==> config.mk <==
export PLATFORM = sky130hd
export DESIGN_NAME = dual_stream_image_arith
export DESIGN_NICKNAME = d
export VERILOG_FILES = /design/src/rtl/dual_stream_arith_pkg.sv /design/src/rtl/img_sync_fifo.sv /design/src/rtl/dual_stream_image_arith.sv
export SDC_FILE = /design/constraint.sdc
export NUM_CORES = 1
export LEC_CHECK = 0
export CAP_MARGIN = 20
export CORE_MARGIN = 2
export CORE_UTILIZATION = 25
export DETAILED_ROUTE_END_ITERATION = 8
export RECOVER_POWER = 100
export SLEW_MARGIN = 20
export SYNTH_ARGS = -nofsm -noshare
export SYNTH_HDL_FRONTEND = slang
export SYNTH_SLANG_ARGS = --single-unit
==> constraint.sdc <==
create_clock -name i_clk -period 8.3 [get_ports i_clk]
set_clock_uncertainty 0.1 [all_clocks]
set_input_delay 0.83 -clock i_clk [delete_from_list [all_inputs] [get_ports i_clk]]
set_output_delay 0.83 -clock i_clk [all_outputs]
set_load 0.02 [all_outputs]
==> src/rtl/dual_stream_arith_pkg.sv <==
// Shared types and helpers for the dual-stream pixel arithmetic unit.
package dual_stream_arith_pkg;

    typedef enum logic [1:0] {
        MODE_SUB = 2'd0,
        MODE_ABS = 2'd1,
        MODE_ADD = 2'd2,
        MODE_AVG = 2'd3
    } mode_e;

    typedef enum logic {
        ST_IDLE   = 1'b0,
        ST_ACTIVE = 1'b1
    } frame_state_e;

    function automatic int frame_size(input int width, input int height);
        return width * height;
    endfunction

endpackage

==> src/rtl/img_sync_fifo.sv <==
// Single-clock alignment FIFO: push/pop/flush with registered read data.
// A push into a full FIFO is discarded; flush empties it in one cycle.
module img_sync_fifo #(
    parameter int P_WIDTH = 8,
    parameter int P_DEPTH = 16
) (
    input  logic               clk,
    input  logic               rst,
    input  logic               push,
    input  logic [P_WIDTH-1:0] push_data,
    input  logic               pop,
    input  logic               flush,
    output logic [P_WIDTH-1:0] rd_data,
    output logic               full,
    output logic               empty
);
    localparam int AW = $clog2(P_DEPTH);
    localparam logic [AW:0] DEPTH_CNT = (AW + 1)'(P_DEPTH);

    logic [P_WIDTH-1:0] mem [P_DEPTH];
    logic [AW-1:0]      wr_ptr_q, wr_ptr_d, rd_ptr_q, rd_ptr_d;
    logic [AW:0]        count_q, count_d;
    logic [P_WIDTH-1:0] rd_data_q, rd_data_d;
    logic               do_push, do_pop;

    assign full    = (count_q == DEPTH_CNT);
    assign empty   = (count_q == '0);
    assign rd_data = rd_data_q;
    assign do_push = push && !full && !flush;
    assign do_pop  = pop && !empty && !flush;

    always_comb begin
        wr_ptr_d  = wr_ptr_q;
        rd_ptr_d  = rd_ptr_q;
        count_d   = count_q;
        rd_data_d = rd_data_q;
        if (flush) begin
            wr_ptr_d = '0;
            rd_ptr_d = '0;
            count_d  = '0;
        end else begin
            if (do_push) wr_ptr_d = wr_ptr_q + 1'b1;
            if (do_pop) begin
                rd_ptr_d  = rd_ptr_q + 1'b1;
                rd_data_d = mem[rd_ptr_q];
            end
            case ({do_push, do_pop})
                2'b10:   count_d = count_q + 1'b1;
                2'b01:   count_d = count_q - 1'b1;
                default: count_d = count_q;
            endcase
        end
    end

    always_ff @(posedge clk) begin
        if (do_push) mem[wr_ptr_q] <= push_data;
    end

    always_ff @(posedge clk or posedge rst) begin
        if (rst) begin
            wr_ptr_q  <= '0;
            rd_ptr_q  <= '0;
            count_q   <= '0;
            rd_data_q <= '0;
        end else begin
            wr_ptr_q  <= wr_ptr_d;
            rd_ptr_q  <= rd_ptr_d;
            count_q   <= count_d;
            rd_data_q <= rd_data_d;
        end
    end

endmodule

==> src/rtl/dual_stream_image_arith.sv <==
// Aligns master/slave pixel streams, combines each pair arithmetically and
// re-frames the result with a pixel-counted v_sync and a sticky error flag.
module dual_stream_image_arith
    import dual_stream_arith_pkg::*;
#(
    parameter int P_INPUT_DATA_WIDTH  = 8,
    parameter int P_OUTPUT_DATA_WIDTH = 8,
    parameter int P_IMG_WIDTH         = 256,
    parameter int P_IMG_HEIGHT        = 256,
    parameter int P_SKEW_DEPTH        = 16
) (
    input  logic                           i_clk,
    input  logic                           i_rst,
    input  logic                           i_h_sync_m,
    input  logic                           i_v_sync_m,
    input  logic [P_INPUT_DATA_WIDTH-1:0]  i_data_m,
    input  logic                           i_h_sync_s,
    input  logic                           i_v_sync_s,
    input  logic [P_INPUT_DATA_WIDTH-1:0]  i_data_s,
    input  logic [1:0]                     i_mode,
    input  logic                           i_thr_en,
    input  logic [P_OUTPUT_DATA_WIDTH-1:0] i_thr,
    input  logic                           i_err_clr,
    output logic                           o_v_sync,
    output logic                           o_h_sync,
    output logic [P_OUTPUT_DATA_WIDTH-1:0] o_res_data,
    output logic                           o_err
);
    localparam int IW       = P_INPUT_DATA_WIDTH;
    localparam int OW       = P_OUTPUT_DATA_WIDTH;
    localparam int FRAME_PX = frame_size(P_IMG_WIDTH, P_IMG_HEIGHT);
    localparam int CNT_W    = $clog2(FRAME_PX + 1);
    localparam int CW       = (IW + 1 > OW) ? IW + 1 : OW;
    localparam logic [CW-1:0]    OMAX      = CW'({OW{1'b1}});
    localparam logic [CNT_W-1:0] FRAME_END = CNT_W'(FRAME_PX);

    logic          h_m_q, h_m_d, v_m_q, v_m_d, h_s_q, h_s_d, v_s_q, v_s_d;
    logic [IW-1:0] data_m_q, data_m_d, data_s_q, data_s_d;
    logic [1:0]    mode_in_q, mode_in_d;
    logic          thr_en_in_q, thr_en_in_d, err_clr_q, err_clr_d;
    logic [OW-1:0] thr_in_q, thr_in_d;

    mode_e         cfg_mode_q, cfg_mode_d;
    logic          cfg_thr_en_q, cfg_thr_en_d;
    logic [OW-1:0] cfg_thr_q, cfg_thr_d;

    logic          push_m, push_s, pop, flush_m, flush_s;
    logic          m_full, m_empty, s_full, s_empty;
    logic [IW-1:0] m_rd, s_rd;

    logic          rd_valid_q, rd_valid_d, res_valid_q, res_valid_d;
    logic [OW-1:0] res_q, res_d;
    logic          out_h_q, out_h_d;
    logic [OW-1:0] out_data_q, out_data_d;
    frame_state_e  state_q, state_d;
    logic [CNT_W-1:0] cnt_q, cnt_d;
    logic          err_q, err_d;

    logic [IW:0]   m_ext, s_ext, sum, raw;
    logic [CW-1:0] raw_c, clamped;
    logic          short_frame, err_event;

    assign push_m  = h_m_q && v_m_q;
    assign push_s  = h_s_q && v_s_q;
    assign pop     = !m_empty && !s_empty;
    // One stream ended with pixels its partner never delivered: discard them.
    assign flush_m = !v_m_q && !v_s_q && !m_empty && s_empty;
    assign flush_s = !v_m_q && !v_s_q && m_empty && !s_empty;

    img_sync_fifo #(.P_WIDTH(IW), .P_DEPTH(P_SKEW_DEPTH)) u_fifo_m (
        .clk(i_clk), .rst(i_rst), .push(push_m), .push_data(data_m_q),
        .pop(pop), .flush(flush_m), .rd_data(m_rd), .full(m_full), .empty(m_empty)
    );

    img_sync_fifo #(.P_WIDTH(IW), .P_DEPTH(P_SKEW_DEPTH)) u_fifo_s (
        .clk(i_clk), .rst(i_rst), .push(push_s), .push_data(data_s_q),
        .pop(pop), .flush(flush_s), .rd_data(s_rd), .full(s_full), .empty(s_empty)
    );

    always_comb begin
        h_m_d       = i_h_sync_m;
        v_m_d       = i_v_sync_m;
        data_m_d    = i_data_m;
        h_s_d       = i_h_sync_s;
        v_s_d       = i_v_sync_s;
        data_s_d    = i_data_s;
        mode_in_d   = i_mode;
        thr_en_in_d = i_thr_en;
        thr_in_d    = i_thr;
        err_clr_d   = i_err_clr;

        cfg_mode_d   = cfg_mode_q;
        cfg_thr_en_d = cfg_thr_en_q;
        cfg_thr_d    = cfg_thr_q;
        if (state_q == ST_IDLE && cnt_q == '0) begin
            cfg_mode_d   = mode_e'(mode_in_q);
            cfg_thr_en_d = thr_en_in_q;
            cfg_thr_d    = thr_in_q;
        end

        m_ext = {1'b0, m_rd};
        s_ext = {1'b0, s_rd};
        sum   = m_ext + s_ext;
        case (cfg_mode_q)
            MODE_SUB: raw = (m_ext >= s_ext) ? m_ext - s_ext : '0;
            MODE_ABS: raw = (m_ext >= s_ext) ? m_ext - s_ext : s_ext - m_ext;
            MODE_ADD: raw = sum;
            default:  raw = sum >> 1;
        endcase
        raw_c   = CW'(raw);
        clamped = (raw_c > OMAX) ? OMAX : raw_c;
        res_d   = clamped[OW-1:0];
        if (cfg_thr_en_q) res_d = (res_d >= cfg_thr_q) ? '1 : '0;

        rd_valid_d  = pop;
        res_valid_d = rd_valid_q;
        out_h_d     = res_valid_q;
        out_data_d  = res_valid_q ? res_q : '0;

        // Streams gone quiet and nothing left in flight, yet the frame is incomplete.
        short_frame = (state_q == ST_ACTIVE) && !v_m_q && !v_s_q && m_empty && s_empty
                      && !rd_valid_q && !res_valid_q && (cnt_q != FRAME_END);

        state_d = state_q;
        cnt_d   = cnt_q;
        if (res_valid_q) begin
            state_d = ST_ACTIVE;
            cnt_d   = (cnt_q == FRAME_END) ? CNT_W'(1) : cnt_q + 1'b1;
        end else if (state_q == ST_ACTIVE && (cnt_q == FRAME_END || short_frame)) begin
            state_d = ST_IDLE;
            cnt_d   = '0;
        end

        err_event = (push_m && m_full) || (push_s && s_full) || flush_m || flush_s || short_frame;
        err_d     = err_event ? 1'b1 : (err_clr_q ? 1'b0 : err_q);
    end

    always_ff @(posedge i_clk or posedge i_rst) begin
        if (i_rst) begin
            h_m_q        <= 1'b0;
            v_m_q        <= 1'b0;
            data_m_q     <= '0;
            h_s_q        <= 1'b0;
            v_s_q        <= 1'b0;
            data_s_q     <= '0;
            mode_in_q    <= '0;
            thr_en_in_q  <= 1'b0;
            thr_in_q     <= '0;
            err_clr_q    <= 1'b0;
            cfg_mode_q   <= MODE_SUB;
            cfg_thr_en_q <= 1'b0;
            cfg_thr_q    <= '0;
            rd_valid_q   <= 1'b0;
            res_valid_q  <= 1'b0;
            res_q        <= '0;
            out_h_q      <= 1'b0;
            out_data_q   <= '0;
            state_q      <= ST_IDLE;
            cnt_q        <= '0;
            err_q        <= 1'b0;
        end else begin
            h_m_q        <= h_m_d;
            v_m_q        <= v_m_d;
            data_m_q     <= data_m_d;
            h_s_q        <= h_s_d;
            v_s_q        <= v_s_d;
            data_s_q     <= data_s_d;
            mode_in_q    <= mode_in_d;
            thr_en_in_q  <= thr_en_in_d;
            thr_in_q     <= thr_in_d;
            err_clr_q    <= err_clr_d;
            cfg_mode_q   <= cfg_mode_d;
            cfg_thr_en_q <= cfg_thr_en_d;
            cfg_thr_q    <= cfg_thr_d;
            rd_valid_q   <= rd_valid_d;
            res_valid_q  <= res_valid_d;
            res_q        <= res_d;
            out_h_q      <= out_h_d;
            out_data_q   <= out_data_d;
            state_q      <= state_d;
            cnt_q        <= cnt_d;
            err_q        <= err_d;
        end
    end

    assign o_v_sync   = (state_q == ST_ACTIVE);
    assign o_h_sync   = out_h_q;
    assign o_res_data = out_data_q;
    assign o_err      = err_q;

endmodule

==> summary.txt <==
outcome: finished, violations left
failing checks: capacitance limit, slew limit
CTS Hold Buffers Added: 0
count leader, synth: edfxtp_1
htree depth: 2
asr flop ratio synth: 32.5%
leakage: 6.79 nW
synth cell count leaders: 256 x edfxtp_1, 123 x dfrtp_1, 81 x nand2_1
Synth cell types: 63
Core Rows: 94
gr usage total: 10.5%
layout cells sized above 1: 13.3%
grt total ovfl: 0
Placed Area: 17800 µm²
simple-gate area share of the yosys netlist: 8.19%
drt total wl: 35.1 mm
xor/xnor share of the synthesized area: 1.17%
Die X-Extent: 261 µm
sink of the worst hold path: out_h_d
M1 GR Usage: 14.2%
CP top delay family: buffers and inverters
Post-Syn Instances: 1105
Final HPWL DP: 23.4 mm
final core utilization: 29.3%
antenna violations before repair: 0
number of CTS-inserted buffers: 42
Area growth syn-to-layout: 16.3%
CTS max path bufs: 3
Synth area leaders: edfxtp_1 47%, dfrtp_1 19%, mux4_2 11%, ha_1 3.8%, o21ai_0 2.3%
MaxCap Viol Count: 2
Die Ht: 261 µm
main combinational cell family by area after synthesis: multiplexers
flop-to-flop setup slack: 3530 ps
RSZ-0062 raised after global routing: no
Setup crit end kind: async pin
first-pass GRT wire length: 55.8 mm
DRT iter0 DRCs: 695
Inst Count DP: 1966
worst skew pair latency: 580 ps
Post-Syn Nets: 1194
# setup viols final: 0
ant diodes: 0
post-CTS setup buffers: 0
Worst-path clk slew: 60 ps
first drt pass iteration count: 5
FF-to-FF End: res_q[2]
post-route ant nets: 0
CTS tree: built
fin crit period: 5520 ps
Slew Viols, Final: 126
Hold Violations, Final: 0
pwr/cell area: 380 nW/µm²
# fillers: 6447
synthesized area per cell: 14.9 µm²
Final GP Congestion: 0.838
Ports: 45
Final nets: 1235
EDFF count, synth: 256
Synth top area share: 46.6%
post-synthesis mux area share: 11.1%
hold wc startpoint: rd_valid_q
Compound-Gate Fraction of Synth Area: 7.42%
leading area contributor after synthesis: edfxtp_1
total negative slack: 0 ps
fin crit share: 66.6%
hold path depth: 0
vias per inst: 4.49
met3 usage: 1.71%
crit-path cells: dlygate4sd3_1, clkinvlp_2, clkbuf_1
worst slew pin tran: 4130 ps
worst vdd ir: 183 µV
Yosys reg bits: 379
Sink Count: 379
post-layout instance area: 19200 µm²
crit start category: primary input
Root Driver: clkbuf_16
GRT met2 Usage: 17.2%
R2R cell count: 15
Slowest-stage cell, CP: clkinvlp_2
core area: 65500 µm²
max_slew headroom: -177%
Critical Path Fanout Max: 84
WL/cell: 17.2 µm
vias: 9181
final non-filler cell total: 2043
HP Class: reg -> reg
YS warnings: 0
DRC violations left: 0
Seq/Total Area, Yosys: 65.2%
GR peak layer: met2
PortBufs: 44
Crit. path cell count: 3
Required @ worst endpoint: 8240 ps
critical path's largest stage delay: 2300 ps
post_cts resized: 0
Worst Path Buf+Inv: 3
pin count of the biggest net entering global routing: 85
Initial Util: 25.2%
reg2reg start: u_fifo_m.rd_data[1]
vias in the first global route: 9567
critical path class: in -> async
CP arrival: 5470 ps
Top FF cell, synth: edfxtp_1
fmax: 0.181 GHz
worst hold slack: 273 ps
Synth Area in Adders: 4.40%
Die ar.: 68100 µm²
Post-Syn Area: 16500 µm²
[worst max path at each step]
stage,endpoint,startpoint
floorplan,cfg_mode_q[0],i_rst
global placement,res_q[6],u_fifo_m.rd_data[4]
CTS,res_q[2],u_fifo_m.rd_data[4]
global route,u_fifo_s.rd_ptr_q[0],i_rst
finish,u_fifo_m.rd_ptr_q[1],i_rst
detailed placement,res_q[2],u_fifo_m.rd_data[4]
[metrics by stage]
stage                     setup WS [ps]  total power, W
after global routing               1690         0.00782
after CTS                          3920         0.00740
after floorplan                    4100         0.00474
after global placement             4070         0.00547
final                              2780         0.00729
after detailed placement           3940         0.00553
[cell type report]
class	count	area, µm²	share of cell area [%]
sequential	379	10800	56.1
multi-input combinational	624	5330	27.8
tap	864	1080	5.63
clock buffer	48	1070	5.59
timing repair buffer	47	459	2.39
clock inverter	29	292	1.52
inverter	52	196	1.02
[layer usage]
layer  vias to the layer above  share of wire (%)
li1                       4276                  -
met1                      4680                 46
met2                       172                 48
met3                        53                3.8
met4                         0                2.4
met5                         -                  0
[state kept, by name, indices dropped and copies added, names as in the netlist, 5 cells and up]
register / cells
cfg_thr_q: 8
cnt_q: 17
data_m_q: 8
data_s_q: 8
o_res_data: 8
res_q: 8
thr_in_q: 8
u_fifo_m.count_q: 5
u_fifo_m.mem: 128
u_fifo_m.rd_data: 8
u_fifo_s.count_q: 5
u_fifo_s.mem: 128
u_fifo_s.rd_data: 8
[layout by cell type, fill, tap and decap left out, types with 6 or more instances in the layout]
master	Yosys	routed
edfxtp_1	256	256
dfrtp_1	123	119
nand2_1	81	81
mux4_2	80	80
o21ai_0	76	78
inv_1	50	50
ha_1	50	50
nor2_1	47	47
dlygate4sd3_1	0	44
clkbuf_16	0	42
a21oi_1	37	37
and2_0	0	32
nand3_1	23	23
and3_1	14	14
nor3_1	12	12
and4_1	11	11
xor2_1	11	11
xnor2_1	11	11
a21o_1	11	11
o31ai_1	10	10
nand2b_1	10	10
clkinv_2	0	10
clkinv_1	1	9
and2_1	40	8
a31oi_1	8	8
nand4_1	7	7
clkbuf_1	31	7
nor4_1	6	6
nor2b_1	6	6
a211oi_1	6	6
nor3b_1	6	6
[where the power goes]
part	internal, W	switching (W)	total (W)
Sequential	0.00230	0.000350	0.00265
Combinational	0.00128	0.00153	0.00280
Clock	0.00107	0.000770	0.00184
Total	0.00464	0.00265	0.00729
[cells by family (layout without fill, tap and decap cells)]
logic type                 Yosys count  after routing
DFF                                379            379
and+or+nand+nor                    268            268
AOI/OAI and AO/OA                  196            196
buffers and inverters              102            176
muxes                               83             83
adders and majority gates           55             55
xor gates and xnor gates            22             22
Power figures use the tool's default switching activity.
